--- src/rtl/vga_pattern_gen_if.sv ---
// VGA pattern generator video bundle: pattern controls in, timing and colour out.
// The generator side takes the master modport.
interface vga_pattern_gen_if #(
  parameter int COLOR_W = 4
);
  logic [2:0]         sw;
  logic [1:0]         mode;
  logic               h_sync;
  logic               v_sync;
  logic [COLOR_W-1:0] red;
  logic [COLOR_W-1:0] green;
  logic [COLOR_W-1:0] blue;
  logic               active;
  logic               frame_start;
  logic [11:0]        pix_x;
  logic [11:0]        pix_y;

  modport master (
    input  sw, mode,
    output h_sync, v_sync, red, green, blue,
    output active, frame_start, pix_x, pix_y
  );

  modport slave (
    output sw, mode,
    input  h_sync, v_sync, red, green, blue,
    input  active, frame_start, pix_x, pix_y
  );
endinterface

--- src/rtl/vga_pattern_gen.sv ---
// VGA timing generator with four test patterns.
// Every output is registered one cycle behind the h/v counters.
module vga_pattern_gen #(
  parameter int H_ACTIVE = 640,
  parameter int H_FP     = 16,
  parameter int H_SYNC   = 96,
  parameter int H_BP     = 48,
  parameter int V_ACTIVE = 480,
  parameter int V_FP     = 10,
  parameter int V_SYNC   = 2,
  parameter int V_BP     = 33,
  parameter int COLOR_W  = 4,
  parameter bit SYNC_POL = 1'b0
) (
  input logic            clk,
  input logic            rst,
  vga_pattern_gen_if.master vid
);
  localparam int H_TOTAL = H_ACTIVE + H_FP + H_SYNC + H_BP;
  localparam int V_TOTAL = V_ACTIVE + V_FP + V_SYNC + V_BP;

  localparam logic [11:0] H_LAST = 12'(H_TOTAL - 1);
  localparam logic [11:0] V_LAST = 12'(V_TOTAL - 1);
  localparam logic [11:0] H_VIS  = 12'(H_ACTIVE);
  localparam logic [11:0] V_VIS  = 12'(V_ACTIVE);
  localparam logic [11:0] HS_BEG = 12'(H_ACTIVE + H_FP);
  localparam logic [11:0] HS_END = 12'(H_ACTIVE + H_FP + H_SYNC);
  localparam logic [11:0] VS_BEG = 12'(V_ACTIVE + V_FP);
  localparam logic [11:0] VS_END = 12'(V_ACTIVE + V_FP + V_SYNC);

  logic [11:0] h;
  logic [11:0] v;
  logic [2:0]  sw_s;
  logic [1:0]  mode_s;

  logic h_end;
  logic v_end;
  logic vis;
  logic hs_on;
  logic vs_on;

  assign h_end = (h == H_LAST);
  assign v_end = (v == V_LAST);
  assign vis   = (h < H_VIS) && (v < V_VIS);
  assign hs_on = (h >= HS_BEG) && (h < HS_END);
  assign vs_on = (v >= VS_BEG) && (v < VS_END);

  logic [14:0]        h8;
  logic [2:0]         bar;
  logic [COLOR_W-1:0] grad;
  logic               tile;

  assign h8   = {h, 3'b000};
  assign bar  = 3'(h8 / 15'(H_ACTIVE));
  assign grad = COLOR_W'(h >> 6);
  assign tile = h[5] ^ v[5];

  logic [COLOR_W-1:0] sr, sg, sb;
  logic [COLOR_W-1:0] r_n, g_n, b_n;

  assign sr = {COLOR_W{sw_s[2]}};
  assign sg = {COLOR_W{sw_s[1]}};
  assign sb = {COLOR_W{sw_s[0]}};

  always_comb begin
    r_n = '0;
    g_n = '0;
    b_n = '0;
    unique case (mode_s)
      2'd0: begin
        r_n = sr;
        g_n = sg;
        b_n = sb;
      end
      2'd1: begin
        r_n = {COLOR_W{bar[2]}};
        g_n = {COLOR_W{bar[1]}};
        b_n = {COLOR_W{bar[0]}};
      end
      2'd2: begin
        r_n = tile ? '0 : sr;
        g_n = tile ? '0 : sg;
        b_n = tile ? '0 : sb;
      end
      2'd3: begin
        r_n = grad & sr;
        g_n = grad & sg;
        b_n = grad & sb;
      end
    endcase
  end

  always_ff @(posedge clk) begin
    if (rst) begin
      h               <= '0;
      v               <= '0;
      sw_s            <= '0;
      mode_s          <= '0;
      vid.h_sync      <= ~SYNC_POL;
      vid.v_sync      <= ~SYNC_POL;
      vid.red         <= '0;
      vid.green       <= '0;
      vid.blue        <= '0;
      vid.active      <= 1'b0;
      vid.frame_start <= 1'b0;
      vid.pix_x       <= '0;
      vid.pix_y       <= '0;
    end else begin
      if (h_end) begin
        h <= '0;
        v <= v_end ? '0 : v + 12'd1;
      end else begin
        h <= h + 12'd1;
      end
      // Latch pattern controls on the very last pixel so a frame never mixes
      if (h_end && v_end) begin
        sw_s   <= vid.sw;
        mode_s <= vid.mode;
      end
      vid.h_sync      <= hs_on ? SYNC_POL : ~SYNC_POL;
      vid.v_sync      <= vs_on ? SYNC_POL : ~SYNC_POL;
      vid.red         <= vis ? r_n : '0;
      vid.green       <= vis ? g_n : '0;
      vid.blue        <= vis ? b_n : '0;
      vid.active      <= vis;
      vid.frame_start <= (h == 12'd0) && (v == 12'd0);
      vid.pix_x       <= h;
      vid.pix_y       <= v;
    end
  end
endmodule

--- src/flat_wrapper.sv ---
// flat-port wrapper written by rule: the top's interface ports become plain ports
module vga_pattern_gen_flat 
#(
  parameter int H_ACTIVE = 640,
  parameter int H_FP     = 16,
  parameter int H_SYNC   = 96,
  parameter int H_BP     = 48,
  parameter int V_ACTIVE = 480,
  parameter int V_FP     = 10,
  parameter int V_SYNC   = 2,
  parameter int V_BP     = 33,
  parameter int COLOR_W  = 4,
  parameter bit SYNC_POL = 1'b0
)
  (clk, rst, vid_sw, vid_mode, vid_h_sync, vid_v_sync, vid_red, vid_green, vid_blue, vid_active, vid_frame_start, vid_pix_x, vid_pix_y);
  vga_pattern_gen_if #(.COLOR_W(COLOR_W)) vid_i ();
  input logic clk;
  input logic rst;
  input wire logic [$bits(vid_i.sw)-1:0] vid_sw;
  input wire logic [$bits(vid_i.mode)-1:0] vid_mode;
  output wire logic [$bits(vid_i.h_sync)-1:0] vid_h_sync;
  output wire logic [$bits(vid_i.v_sync)-1:0] vid_v_sync;
  output wire logic [$bits(vid_i.red)-1:0] vid_red;
  output wire logic [$bits(vid_i.green)-1:0] vid_green;
  output wire logic [$bits(vid_i.blue)-1:0] vid_blue;
  output wire logic [$bits(vid_i.active)-1:0] vid_active;
  output wire logic [$bits(vid_i.frame_start)-1:0] vid_frame_start;
  output wire logic [$bits(vid_i.pix_x)-1:0] vid_pix_x;
  output wire logic [$bits(vid_i.pix_y)-1:0] vid_pix_y;
  assign vid_i.sw = vid_sw;
  assign vid_i.mode = vid_mode;
  assign vid_h_sync = vid_i.h_sync;
  assign vid_v_sync = vid_i.v_sync;
  assign vid_red = vid_i.red;
  assign vid_green = vid_i.green;
  assign vid_blue = vid_i.blue;
  assign vid_active = vid_i.active;
  assign vid_frame_start = vid_i.frame_start;
  assign vid_pix_x = vid_i.pix_x;
  assign vid_pix_y = vid_i.pix_y;
  vga_pattern_gen #(.H_ACTIVE(H_ACTIVE), .H_FP(H_FP), .H_SYNC(H_SYNC), .H_BP(H_BP), .V_ACTIVE(V_ACTIVE), .V_FP(V_FP), .V_SYNC(V_SYNC), .V_BP(V_BP), .COLOR_W(COLOR_W), .SYNC_POL(SYNC_POL)) u_core (.clk(clk), .rst(rst), .vid(vid_i));
endmodule
--- config.mk ---
export PLATFORM = sky130hd
export DESIGN_NAME = vga_pattern_gen_flat
export DESIGN_NICKNAME = d
export VERILOG_FILES = /design/src/rtl/vga_pattern_gen_if.sv /design/src/rtl/vga_pattern_gen.sv /design/src/flat_wrapper.sv
export SDC_FILE = /design/constraint.sdc
export NUM_CORES = 1
export LEC_CHECK = 0
export BUFFER_PORTS_ARGS = -buffer_cell sky130_fd_sc_hd__buf_2
export CORE_UTILIZATION = 50
export DETAILED_ROUTE_END_ITERATION = 8
export PLACE_DENSITY = 0.83
export RECOVER_POWER = 25
export SLEW_MARGIN = 10
export SYNTH_ARGS = -nofsm -noshare
export SYNTH_HDL_FRONTEND = slang
export SYNTH_SLANG_ARGS = --single-unit
--- constraint.sdc ---
create_clock -name clk -period 2.01 [get_ports clk]
set_input_delay 0.201 -clock clk [delete_from_list [all_inputs] [get_ports clk]]
set_output_delay 0.201 -clock clk [all_outputs]
set_load 0.01 [all_outputs]
==> results of run 1 <==
==> power groups by stage <==
stage | Sequential, uW | Clock (uW) | Combinational, uW
floorplan | 1420 | 0 | 36.8
global placement | 1420 | 0 | 69.3
detailed placement | 1420 | 0 | 69.7
CTS | 1380 | 989 | 70.5
global route | 1380 | 1060 | 79.8
finish | 1380 | 989 | 70.6
==> state kept, by name (all words and copies together), names as in the netlist <==
name	flops
u_core.vid.blue	4
u_core.vid.red	4
u_core.vid.v_sync	1
u_core.mode_s	2
u_core.v	12
u_core.vid.frame_start	1
u_core.vid.pix_y	12
u_core.vid.green	4
u_core.vid.pix_x	12
u_core.sw_s	3
u_core.h	12
u_core.vid.active	1
u_core.vid.h_sync	1
==> layout make-up <==
type                    instances  area (um2)
clock inverters                 6        38.8
multi-input cells             261        1740
clock buffers                  10         128
inverters                       9        33.8
fillers                       476        1940
well taps                      75        93.8
repair buffers                 96         666
flip-flops and latches         69        1390
==> cells in the mapped netlist, types with 2 or more instances <==
| cell type | instances |
|---|---|
| a21o_1 | 4 |
| a21oi_1 | 17 |
| a31oi_1 | 2 |
| and2_1 | 3 |
| and3_1 | 8 |
| buf_2 | 5 |
| buf_4 | 5 |
| buf_6 | 3 |
| clkbuf_1 | 16 |
| dfxtp_1 | 69 |
| ha_1 | 4 |
| inv_1 | 9 |
| mux2i_1 | 6 |
| nand2_1 | 22 |
| nand2b_1 | 5 |
| nand3_1 | 11 |
| nand4_1 | 11 |
| nand4b_1 | 2 |
| nor2_1 | 44 |
| nor2b_1 | 22 |
| nor3_1 | 10 |
| nor3b_1 | 4 |
| nor4_1 | 2 |
| nor4bb_1 | 4 |
| o211ai_1 | 3 |
| o21a_1 | 2 |
| o21ai_0 | 16 |
| o21ai_1 | 4 |
| o21bai_1 | 2 |
| or2_2 | 2 |
| or3_1 | 6 |
| or4_1 | 2 |
| xnor2_1 | 9 |
| xor2_1 | 13 |
==> final timing paths <==
kind / startpoint / endpoint / slack [ps]
min reg2reg: u_core.h[0]$_SDFF_PP0_ / u_core.h[0]$_SDFF_PP0_ / 470
max: u_core.h[10]$_SDFF_PP0_ / u_core.vid.blue[1]$_SDFF_PP0_ / -70
min: vid_sw[0] / u_core.sw_s[0]$_SDFFE_PP0P_ / 100
max reg2reg: u_core.h[10]$_SDFF_PP0_ / u_core.vid.blue[1]$_SDFF_PP0_ / -70
==> kinds of logic after synthesis <==
logic type | Yosys count
adders and majority gates | 4
xor gates and xnor gates | 22
and+or+nand+nor | 163
muxes | 6
buffers and inverters | 38
DFF | 69
AOI/OAI and AO/OA | 66
==> metrics by stage <==
step / cells / cell area (um2) / hold slack (ps) / util
6_report: 526 / 4090 / 100 / 0.679
5_1_grt: 526 / 4090 / 102 / 0.679
4_1_cts: 524 / 4020 / 90.4 / 0.667
3_5_place_dp: 508 / 3750 / 453 / 0.622
3_3_place_gp: 508 / 3750 / 435 / 0.622
2_1_floorplan: 368 / 3180 / 273 / -
==> metal layers <==
layer	GRT usage	vias to the layer above	routed length (um)
met4	0.111	0	218
met3	0.0667	23	462
met5	0	-	0
met1	0.354	1377	3740
met2	0.415	96	3900
li1	-	1433	-
==> critical path, stage by stage, from the launching register on <==
cell	delay, ps
dfxtp_4	380
buf_6	140
and3b_1	190
o22ai_2	200
nand3_2	110
o41ai_2	360
o211ai_1	150
a211oi_2	350
a31o_1	150
==> repair_timing <==
item | CTS | global route
cloned | 0 | 0
gates resized for setup | 23 | 16
pin swaps | 9 | 13
setup endpoints to repair | 12 | 21
buffers inserted | 0 | 2
hold buffers | 0 | 0
==> summary.txt, run 1 <==
Status
  – Status: complete, but fails checks
  – Failing checks: negative setup slack

Global routing
  – Tot GR Track Use: 0.268
  – Vias in the first global route: 2,760
  – Initial antenna violation count: 0
  – Total gr overflow: 0
  – First-pass GRT wire length: between 10,000 and 15,000 um
  – Largest net degree at the start of global routing: 35

Synthesis
  – Post-Synth XOR/XNOR Area: 0.0605
  – Syn_nets: 379
  – Share of flip-flops with an asynchronous set or reset: 0
  – Number of synthesized flops with an enable pin: 0
  – Largest cells by area after synthesis: dfxtp_1 43%, nor2_1 5.2%, nor2b_1 4.3%, xor2_1 3.6%, a21oi_1 2.7%
  – Proportion of synthesized area in mux cells: 0.0189
  – Syn_area_per_cell: 8.65 um2
  – Yosys warnings: 0
  – Sequential fraction of the synthesis area: 0.434
  – Synthesized cell area: 3180 um2
  – FF+latch count, synth: 69
  – Synth Area in Compound Gates: 0.138
  – Synth top area share: 0.434
  – Post-synth top flop: dfxtp_1
  – Post-Synth Simple-Gate Area: 0.273
  – Synth cell types: 55
  – Leading area contributor after synthesis: dfxtp_1
  – Combinational family with the most area after synthesis: simple AND/OR/NAND/NOR gates
  – Post-synthesis adder-cell area fraction: 0.0157
  – Synthesized instance count: roughly 370

Floorplanning
  – Cell Rows: 28
  – Starting Density: 0.528
  – Die H: slightly above 80 um
  – Die Footprint: 6690 um2
  – Core area: 6030 um2
  – I/O pin count: 47
  – Die width: 81.8 um

CTS
  – CTS clk-pin slew, worst paths: 80 ps
  – H-tree levels: 3
  – CTS sink count: about 70
  – CTS Buf Count: 9
  – Insertion delay to the later sink of the worst-skew pair: between 300 and 400 ps
  – Clk buf depth: 2
  – CTS root buffer: clkbuf_8
  – TritonCTS clock tree: done

Placement
  – RePlAce Congestion: 0.880
  – Hpwl dp: 5630 um
  – Buffers on Ports: 46
  – Dpl ws: -190 ps

Route
  – Final WL: 8320 um
  – Drc violations: 0
  – Initial DRC count: 218
  – Via density: 5.57
  – Drt pass-1 iters: 4
  – Per-cell routed wire length: 15.8 um
  – Via count: 2,929
  – Post-route ant nets: 0

Layout
  – Antenna Cells: 0
  – Most common cell after layout, fill and taps aside: dfxtp_1
  – Final net count: about 460
  – Commonest cells after routing, fill and taps aside: 63 x dfxtp_1, 46 x buf_2, 44 x nor2_1
  – Synth-to-Final Area Change: 28.5%
  – Share of layout cells above drive strength 1: 0.319

Power
  – Net switching power: 594 uW
  – Clock power share: 0.405
  – Reg power frac: 0.566
  – Final Power: 2440 uW
  – Logic pwr share: 0.029
  – Switching Fraction: 0.243
  – Static leakage power: between 0.0015 and 0.002 uW
  – P_int: 1850 uW
  – Power Density: 597 nW/um2
  – Peak supply drop: 0.523 mV

Critical path
  – Crit Path Class: reg -> reg
  – Setup crit end kind: register
  – Data arrival time of the critical path: 2390 ps
  – Critical Path Source Type: register
  – Required @ worst endpoint: 2320 ps
  – Worst reg2reg path depth: 8
  – Crit-path max FO: 8

Timing
  – Fmax: 480 MHz
  – Pins Over Slew Limit: 0
  – Final Cycle Share: 1.04
  – Worst-margin pin slew: 593 ps
  – # setup viols final: 4
  – RSZ-0062 raised after global routing: yes
  – Final Hold Fails: 0
  – Fin crit period: 2080 ps
  – Setup tns final: -202 ps
  – Fin Clk Skew: 11.4 ps
  – Setup slack after layout: -71.5 ps
  – Worst rel slew slack: 0.601

Run
  – Max cap viols: 0

Min path
  – Min-Delay Path Class: in -> reg
  – WHS Path Cells: 3
Note: power is estimated with default switching activity, not from simulation.
==> run 2: changes to the inputs <==
- GPL_TIMING_DRIVEN: unset -> 0
==> summary.txt, run 2 (same netlist as run 1, synthesis figures left out) <==
Status
  – Status: complete, but fails checks (unchanged)
  – Failing checks: negative setup slack (unchanged)

Timing
  – RSZ-0062 raised after global routing: yes (unchanged)
  – Fin crit period: 2130 ps (was 2080 ps)
  – Final Cycle Share: 1.06 (was 1.04)
  – # setup viols final: 6 (was 4)
  – Fmax: 469 MHz (was 480 MHz)
  – Pins Over Slew Limit: 0 (unchanged)
  – Setup slack after layout: -123 ps (was -71.5 ps)
  – Setup tns final: -486 ps (was -202 ps)
  – Worst rel slew slack: 0.529 (was 0.601)
  – Worst-margin pin slew: 699 ps (was 593 ps)
  – Final Hold Fails: 0 (unchanged)
  – Fin Clk Skew: 11.7 ps (was 11.4 ps)

Route
  – Drt pass-1 iters: 5 (was 4)
  – Via count: 3,126 (was 2,929)
  – Drc violations: 0 (unchanged)
  – Final WL: 9140 um (was 8320 um)
  – Initial DRC count: 400 (was 218)
  – Post-route ant nets: 0 (unchanged)
  – Per-cell routed wire length: 17.3 um (was 15.8 um)
  – Via density: 5.92 (was 5.57)

Global routing
  – Vias in the first global route: 2,718 (was 2,760)
  – Tot GR Track Use: 0.266 (was 0.268)
  – First-pass GRT wire length: 13,200 um (was 13,400 um)
  – Total gr overflow: 0 (unchanged)
  – Largest net degree at the start of global routing: 13 (was 35)
  – Initial antenna violation count: 0 (unchanged)

CTS
  – Hold buffer count at CTS: 0 (unchanged)
  – Insertion delay to the later sink of the worst-skew pair: 360 ps (about the same)
  – TritonCTS clock tree: done (unchanged)
  – H-tree levels: 3 (unchanged)
  – CTS root buffer: clkbuf_8 (unchanged)
  – Clk buf depth: 2 (unchanged)
  – CTS Buf Count: 9 (unchanged)
  – CTS sink count: 69 (unchanged)
  – CTS clk-pin slew, worst paths: 80 ps (about the same)

Critical path
  – Critical path's slowest cell: dfxtp_4 (unchanged)
  – Required @ worst endpoint: 2320 ps (about the same)
  – Crit Path Class: reg -> reg (unchanged)
  – Crit-path max FO: 10 (was 8)
  – Setup crit end kind: register (unchanged)
  – Worst reg2reg path depth: 8 (unchanged)
  – WP buf/inv: 1 (unchanged)
  – Critical Path Source Type: register (unchanged)
  – FF-to-FF setup slack: -120 ps (was -70 ps)
  – Slowest Stage Delay on Critical Path: 380 ps (about the same)
  – Delay-heaviest family, CP: compound AO/OA/AOI/OAI gates (unchanged)
  – Crit-path cells: buf_8 > and3b_2 > o22ai_2 > nand4_1 > a2111oi_4 > o211ai_1 > a211oi_2 > a31o_1 (was buf_6 > and3b_1 > o22ai_2 > nand3_2 > o41ai_2 > o211ai_1 > a211oi_2 > a31o_1)
  – Data arrival time of the critical path: 2440 ps (was 2390 ps)
  – R2r startpoint: u_core.h[8]$_SDFF_PP0_ (was u_core.h[10]$_SDFF_PP0_)
  – R2R Path End: u_core.vid.blue[1]$_SDFF_PP0_ (unchanged)

Placement
  – Buffers on Ports: 46 (unchanged)
  – Cell total after placement: 489 (was 508)
  – Hpwl dp: 5390 um (was 5630 um)
  – Dpl ws: -297 ps (was -190 ps)
  – RePlAce Congestion: 0.864 (was 0.880)

Layout
  – Final net count: 460 (was 457)
  – Filler cell count: 447 (was 476)
  – Share of layout cells above drive strength 1: 0.325 (was 0.319)
  – Commonest cells after routing, fill and taps aside: 63 x dfxtp_1, 48 x buf_2, 43 x nor2_1 (was 63 x dfxtp_1, 46 x buf_2, 44 x nor2_1)
  – Non-Filler Instances: 528 (was 526)
  – Most common cell after layout, fill and taps aside: dfxtp_1 (unchanged)
  – Synth-to-Final Area Change: 32.2% (was 28.5%)
  – Antenna Cells: 0 (unchanged)

Min path
  – Sink of the worst hold path: u_core.sw_s[2]$_SDFFE_PP0P_ (was u_core.sw_s[0]$_SDFFE_PP0P_)
  – Min-Delay Path Class: in -> reg (unchanged)
  – Startpoint of the worst hold path: vid_sw[2] (was vid_sw[0])
  – WHS Path Cells: 3 (unchanged)

Power
  – Switching Fraction: 0.232 (was 0.243)
  – Clock power share: 0.433 (was 0.405)
  – Peak supply drop: 0.590 mV (was 0.523 mV)
  – Reg power frac: 0.540 (was 0.566)
  – Static leakage power: 0.00173 uW (was 0.00170 uW)
  – P_int: 1960 uW (was 1850 uW)
  – Power Density: 607 nW/um2 (was 597 nW/um2)
  – Net switching power: 594 uW (about the same)
  – Logic pwr share: 0.027 (was 0.029)

Floorplanning
  – Cell Rows: 28 (unchanged)
  – Die Footprint: 6690 um2 (unchanged)
  – Die width: 81.8 um (unchanged)
  – I/O pin count: 47 (unchanged)
  – Die H: 81.8 um (unchanged)
  – Core area: 6030 um2 (unchanged)
  – Starting Density: 0.528 (unchanged)

Run
  – Max cap viols: 0 (unchanged)
run 2: cell count changes in the layout (fill, tap and decap cells not counted), sizes merged:
cell	previous run	this run
bufinv	0	1
clkinvlp	2	3
buf	96	83
inv	10	9
clkbuf	10	25
clkinv	3	2
run 2: timing repair:
item / CTS / global route
gates resized for setup: 43 / 28
hold endpoints to repair: 0 / 0
pin swaps: 14 / 12
endpoints found under the setup margin: 37 / 32
cloned: 1 / 1
setup buffers: 7 / 18
run 2: area by class of cell:
type                    count  area [um2]  area share
multi-input cells         261        1840       0.438
flip-flops and latches     69        1400       0.332
repair buffers             73         469       0.111
plain buffers              26         183      0.0434
clock buffers               9         124      0.0294
well taps                  75        93.8      0.0223
clock inverters             6        63.8      0.0152
inverters                   9        37.5     0.00892
run 2: stage by stage:
stage	total power [uW]	util	hold WS, ps	area, um2
6_report	2560	0.699	87.1	4210
5_1_grt	2630	0.699	95.2	4210
4_1_cts	2560	0.660	85.4	3980
3_5_place_dp	1480	0.582	449	3510
3_3_place_gp	1480	0.582	436	3510
2_1_floorplan	1460	-	273	3180
run 2: worst max-delay path by stage:
stage	startpoint	endpoint	slack, ps	cells past startpoint
6_report	u_core.h[8]$_SDFF_PP0_	u_core.vid.blue[1]$_SDFF_PP0_	-120	8
5_1_grt	u_core.h[8]$_SDFF_PP0_	u_core.vid.blue[1]$_SDFF_PP0_	-160	8
4_1_cts	u_core.h[7]$_SDFF_PP0_	u_core.vid.blue[1]$_SDFF_PP0_	-90	9
3_5_place_dp	u_core.h[7]$_SDFF_PP0_	u_core.v[3]$_SDFFE_PP0P_	-300	9
3_3_place_gp	u_core.h[7]$_SDFF_PP0_	u_core.v[0]$_SDFFE_PP0P_	-320	9
2_1_floorplan	u_core.h[9]$_SDFF_PP0_	u_core.vid.blue[1]$_SDFF_PP0_	20	8
run 2: routing by layer:
| metal | global-route usage | routed length (um) | vias to the layer above |
|---|---|---|---|
| met5 | 0 | 0 | - |
| met4 | 0.135 | 284 | 0 |
| met3 | 0.0789 | 740 | 41 |
| met2 | 0.403 | 4390 | 197 |
| met1 | 0.340 | 3720 | 1452 |
| li1 | - | - | 1436 |
run 2: power by group through the flow:
stage / registers, uW / logic, uW / clock network, uW
after global placement: 1420 / 65.0 / 0
final: 1380 / 69.2 / 1110
after global routing: 1380 / 77.0 / 1170
after floorplan: 1420 / 36.8 / 0
after detailed placement: 1420 / 67.0 / 0
after CTS: 1380 / 68.3 / 1110
run 2: tightest hold or removal path, stage by stage:
cell	delay [ps]
buf_2	70
mux2i_1	60
nor2_1	70
==> run 3: changes to the inputs <==
- PLACE_DENSITY: 0.83 -> 0.8
- clock period: 2.01 -> 2.6 ns (I/O delays scaled with it)
==> summary.txt, run 3 (same netlist as run 1, synthesis figures left out) <==
Status
  – Status: finished clean (was complete, but fails checks)

Timing
  – Final Cycle Share: 0.915 (was 1.06)
  – # setup viols final: 0 (was 6)
  – Worst-margin pin slew: 581 ps (was 699 ps)
  – RSZ-0062 raised after global routing: no (was yes)
  – Fin crit period: 2380 ps (was 2130 ps)
  – Final Hold Fails: 0 (unchanged)
  – Pins Over Slew Limit: 0 (unchanged)
  – Fmax: 420 MHz (was 469 MHz)
  – Worst hold margin: 154 ps (was 87.1 ps)
  – Setup tns final: 0 ps (was -486 ps)
  – Worst rel slew slack: 0.609 (was 0.529)
  – Fin Clk Skew: 9.44 ps (was 11.7 ps)

CTS
  – TritonCTS clock tree: done (unchanged)
  – Cts repair resizes: 0 (was 43)
  – CTS clk-pin slew, worst paths: 70 ps (was 80 ps)
  – CTS root buffer: clkbuf_8 (unchanged)
  – H-tree levels: 3 (unchanged)
  – Postcts setup bufs: 0 (was 7)
  – CTS sink count: 69 (unchanged)
  – CTS Buf Count: 9 (unchanged)
  – Hold buffer count at CTS: 0 (unchanged)
  – Insertion delay to the later sink of the worst-skew pair: 350 ps (was 360 ps)
  – Clk buf depth: 2 (unchanged)

Layout
  – Non-Filler Instances: 504 (was 528)
  – Synth-to-Final Area Change: 15.8% (was 32.2%)
  – Antenna Cells: 0 (unchanged)
  – Most common cell after layout, fill and taps aside: dfxtp_1 (unchanged)
  – Share of layout cells above drive strength 1: 0.175 (was 0.325)
  – Final net count: 436 (was 460)
  – Commonest cells after routing, fill and taps aside: 69 x dfxtp_1, 44 x nor2_1, 43 x buf_2 (was 63 x dfxtp_1, 48 x buf_2, 43 x nor2_1)
  – Filler cell count: 519 (was 447)

Route
  – Post-route ant nets: 0 (unchanged)
  – Drc violations: 0 (unchanged)
  – Final WL: 7510 um (was 9140 um)
  – Via count: 2,859 (was 3,126)
  – Per-cell routed wire length: 14.9 um (was 17.3 um)
  – Drt pass-1 iters: 5 (unchanged)
  – Via density: 5.67 (was 5.92)
  – Initial DRC count: 291 (was 400)

Power
  – Static leakage power: 0.00148 uW (was 0.00173 uW)
  – Power Density: 535 nW/um2 (was 607 nW/um2)
  – Peak supply drop: 0.420 mV (was 0.590 mV)

Critical path
  – Crit-path max FO: 10 (unchanged)
  – Data arrival time of the critical path: 2610 ps (was 2440 ps)
  – Setup crit end kind: register (unchanged)
  – Crit Path Class: reg -> reg (unchanged)
  – Critical Path Source Type: register (unchanged)
  – Required @ worst endpoint: 2830 ps (was 2320 ps)

Floorplanning
  – Die Footprint: 6690 um2 (unchanged)
  – I/O pin count: 47 (unchanged)
  – Die H: 81.8 um (unchanged)
  – Cell Rows: 28 (unchanged)
  – Core area: 6030 um2 (unchanged)
  – Die width: 81.8 um (unchanged)
  – Starting Density: 0.528 (unchanged)

Global routing
  – First-pass GRT wire length: 12,400 um (was 13,200 um)
  – Tot GR Track Use: 0.251 (was 0.266)
  – Largest net degree at the start of global routing: 13 (unchanged)
  – Vias in the first global route: 2,497 (was 2,718)
  – Total gr overflow: 0 (unchanged)
  – Initial antenna violation count: 0 (unchanged)

Min path
  – Min-Delay Path Class: in -> reg (unchanged)

Placement
  – RePlAce Congestion: 0.950 (was 0.864)
  – Hpwl dp: 5240 um (was 5390 um)
  – Cell total after placement: 489 (unchanged)
  – Buffers on Ports: 46 (unchanged)

Run
  – Max cap viols: 0 (unchanged)
[run 3: final cells by class]
| type | instances | area, um2 | area share |
|---|---|---|---|
| clock buffer | 9 | 124 | 0.0336 |
| inverter | 9 | 33.8 | 0.00917 |
| multi-input combinational | 261 | 1610 | 0.437 |
| timing repair buffer | 46 | 220 | 0.0598 |
| clock inverter | 6 | 63.8 | 0.0173 |
| tap | 75 | 93.8 | 0.0255 |
| buffer | 29 | 156 | 0.0424 |
| sequential | 69 | 1380 | 0.375 |
[run 3: final timing paths]
kind,start,end,slack (ps),cells past startpoint
setup / recovery,u_core.h[7]$_SDFF_PP0_,u_core.v[3]$_SDFFE_PP0P_,220,9
hold / removal,vid_mode[1],u_core.mode_s[1]$_SDFFE_PP0P_,150,3
setup reg to reg,u_core.h[7]$_SDFF_PP0_,u_core.v[3]$_SDFFE_PP0P_,220,9
hold reg to reg,u_core.h[0]$_SDFF_PP0_,u_core.h[0]$_SDFF_PP0_,480,1
[run 3: power breakdown]
part | switching [uW] | internal [uW] | total (uW) | leakage [uW]
Combinational | 34.3 | 18.2 | 52.4 | 0.000835
Clock | 413 | 437 | 850 | 0.0000915
Sequential | 5.71 | 1060 | 1070 | 0.000557
[run 3: worst max-delay path, cell delays in order (launching register included)]
cell,delay [ps]
dfxtp_1,310
buf_6,130
buf_6,130
nor3b_1,260
nand4_1,230
or2_2,360
nor2_2,340
or2_2,190
buf_2,220
nor2_1,90
[run 3: through the flow]
step / worst slack (ps) / total power [uW] / cell area, um2 / util
floorplan: 613 / 1120 / 3180 / -
global placement: 277 / 1140 / 3510 / 0.582
detailed placement: 244 / 1150 / 3510 / 0.582
CTS: 222 / 1980 / 3690 / 0.613
global route: 39.6 / 2040 / 3680 / 0.612
finish: 220 / 1970 / 3680 / 0.612
[run 3: metal layers]
layer  global-route usage  wire [um]  up-vias
met2                0.370       3420      125
met3               0.0667        554       22
met4               0.0842        153        0
li1                     -          -     1382
met1                0.351       3380     1330
met5                    0          0        -
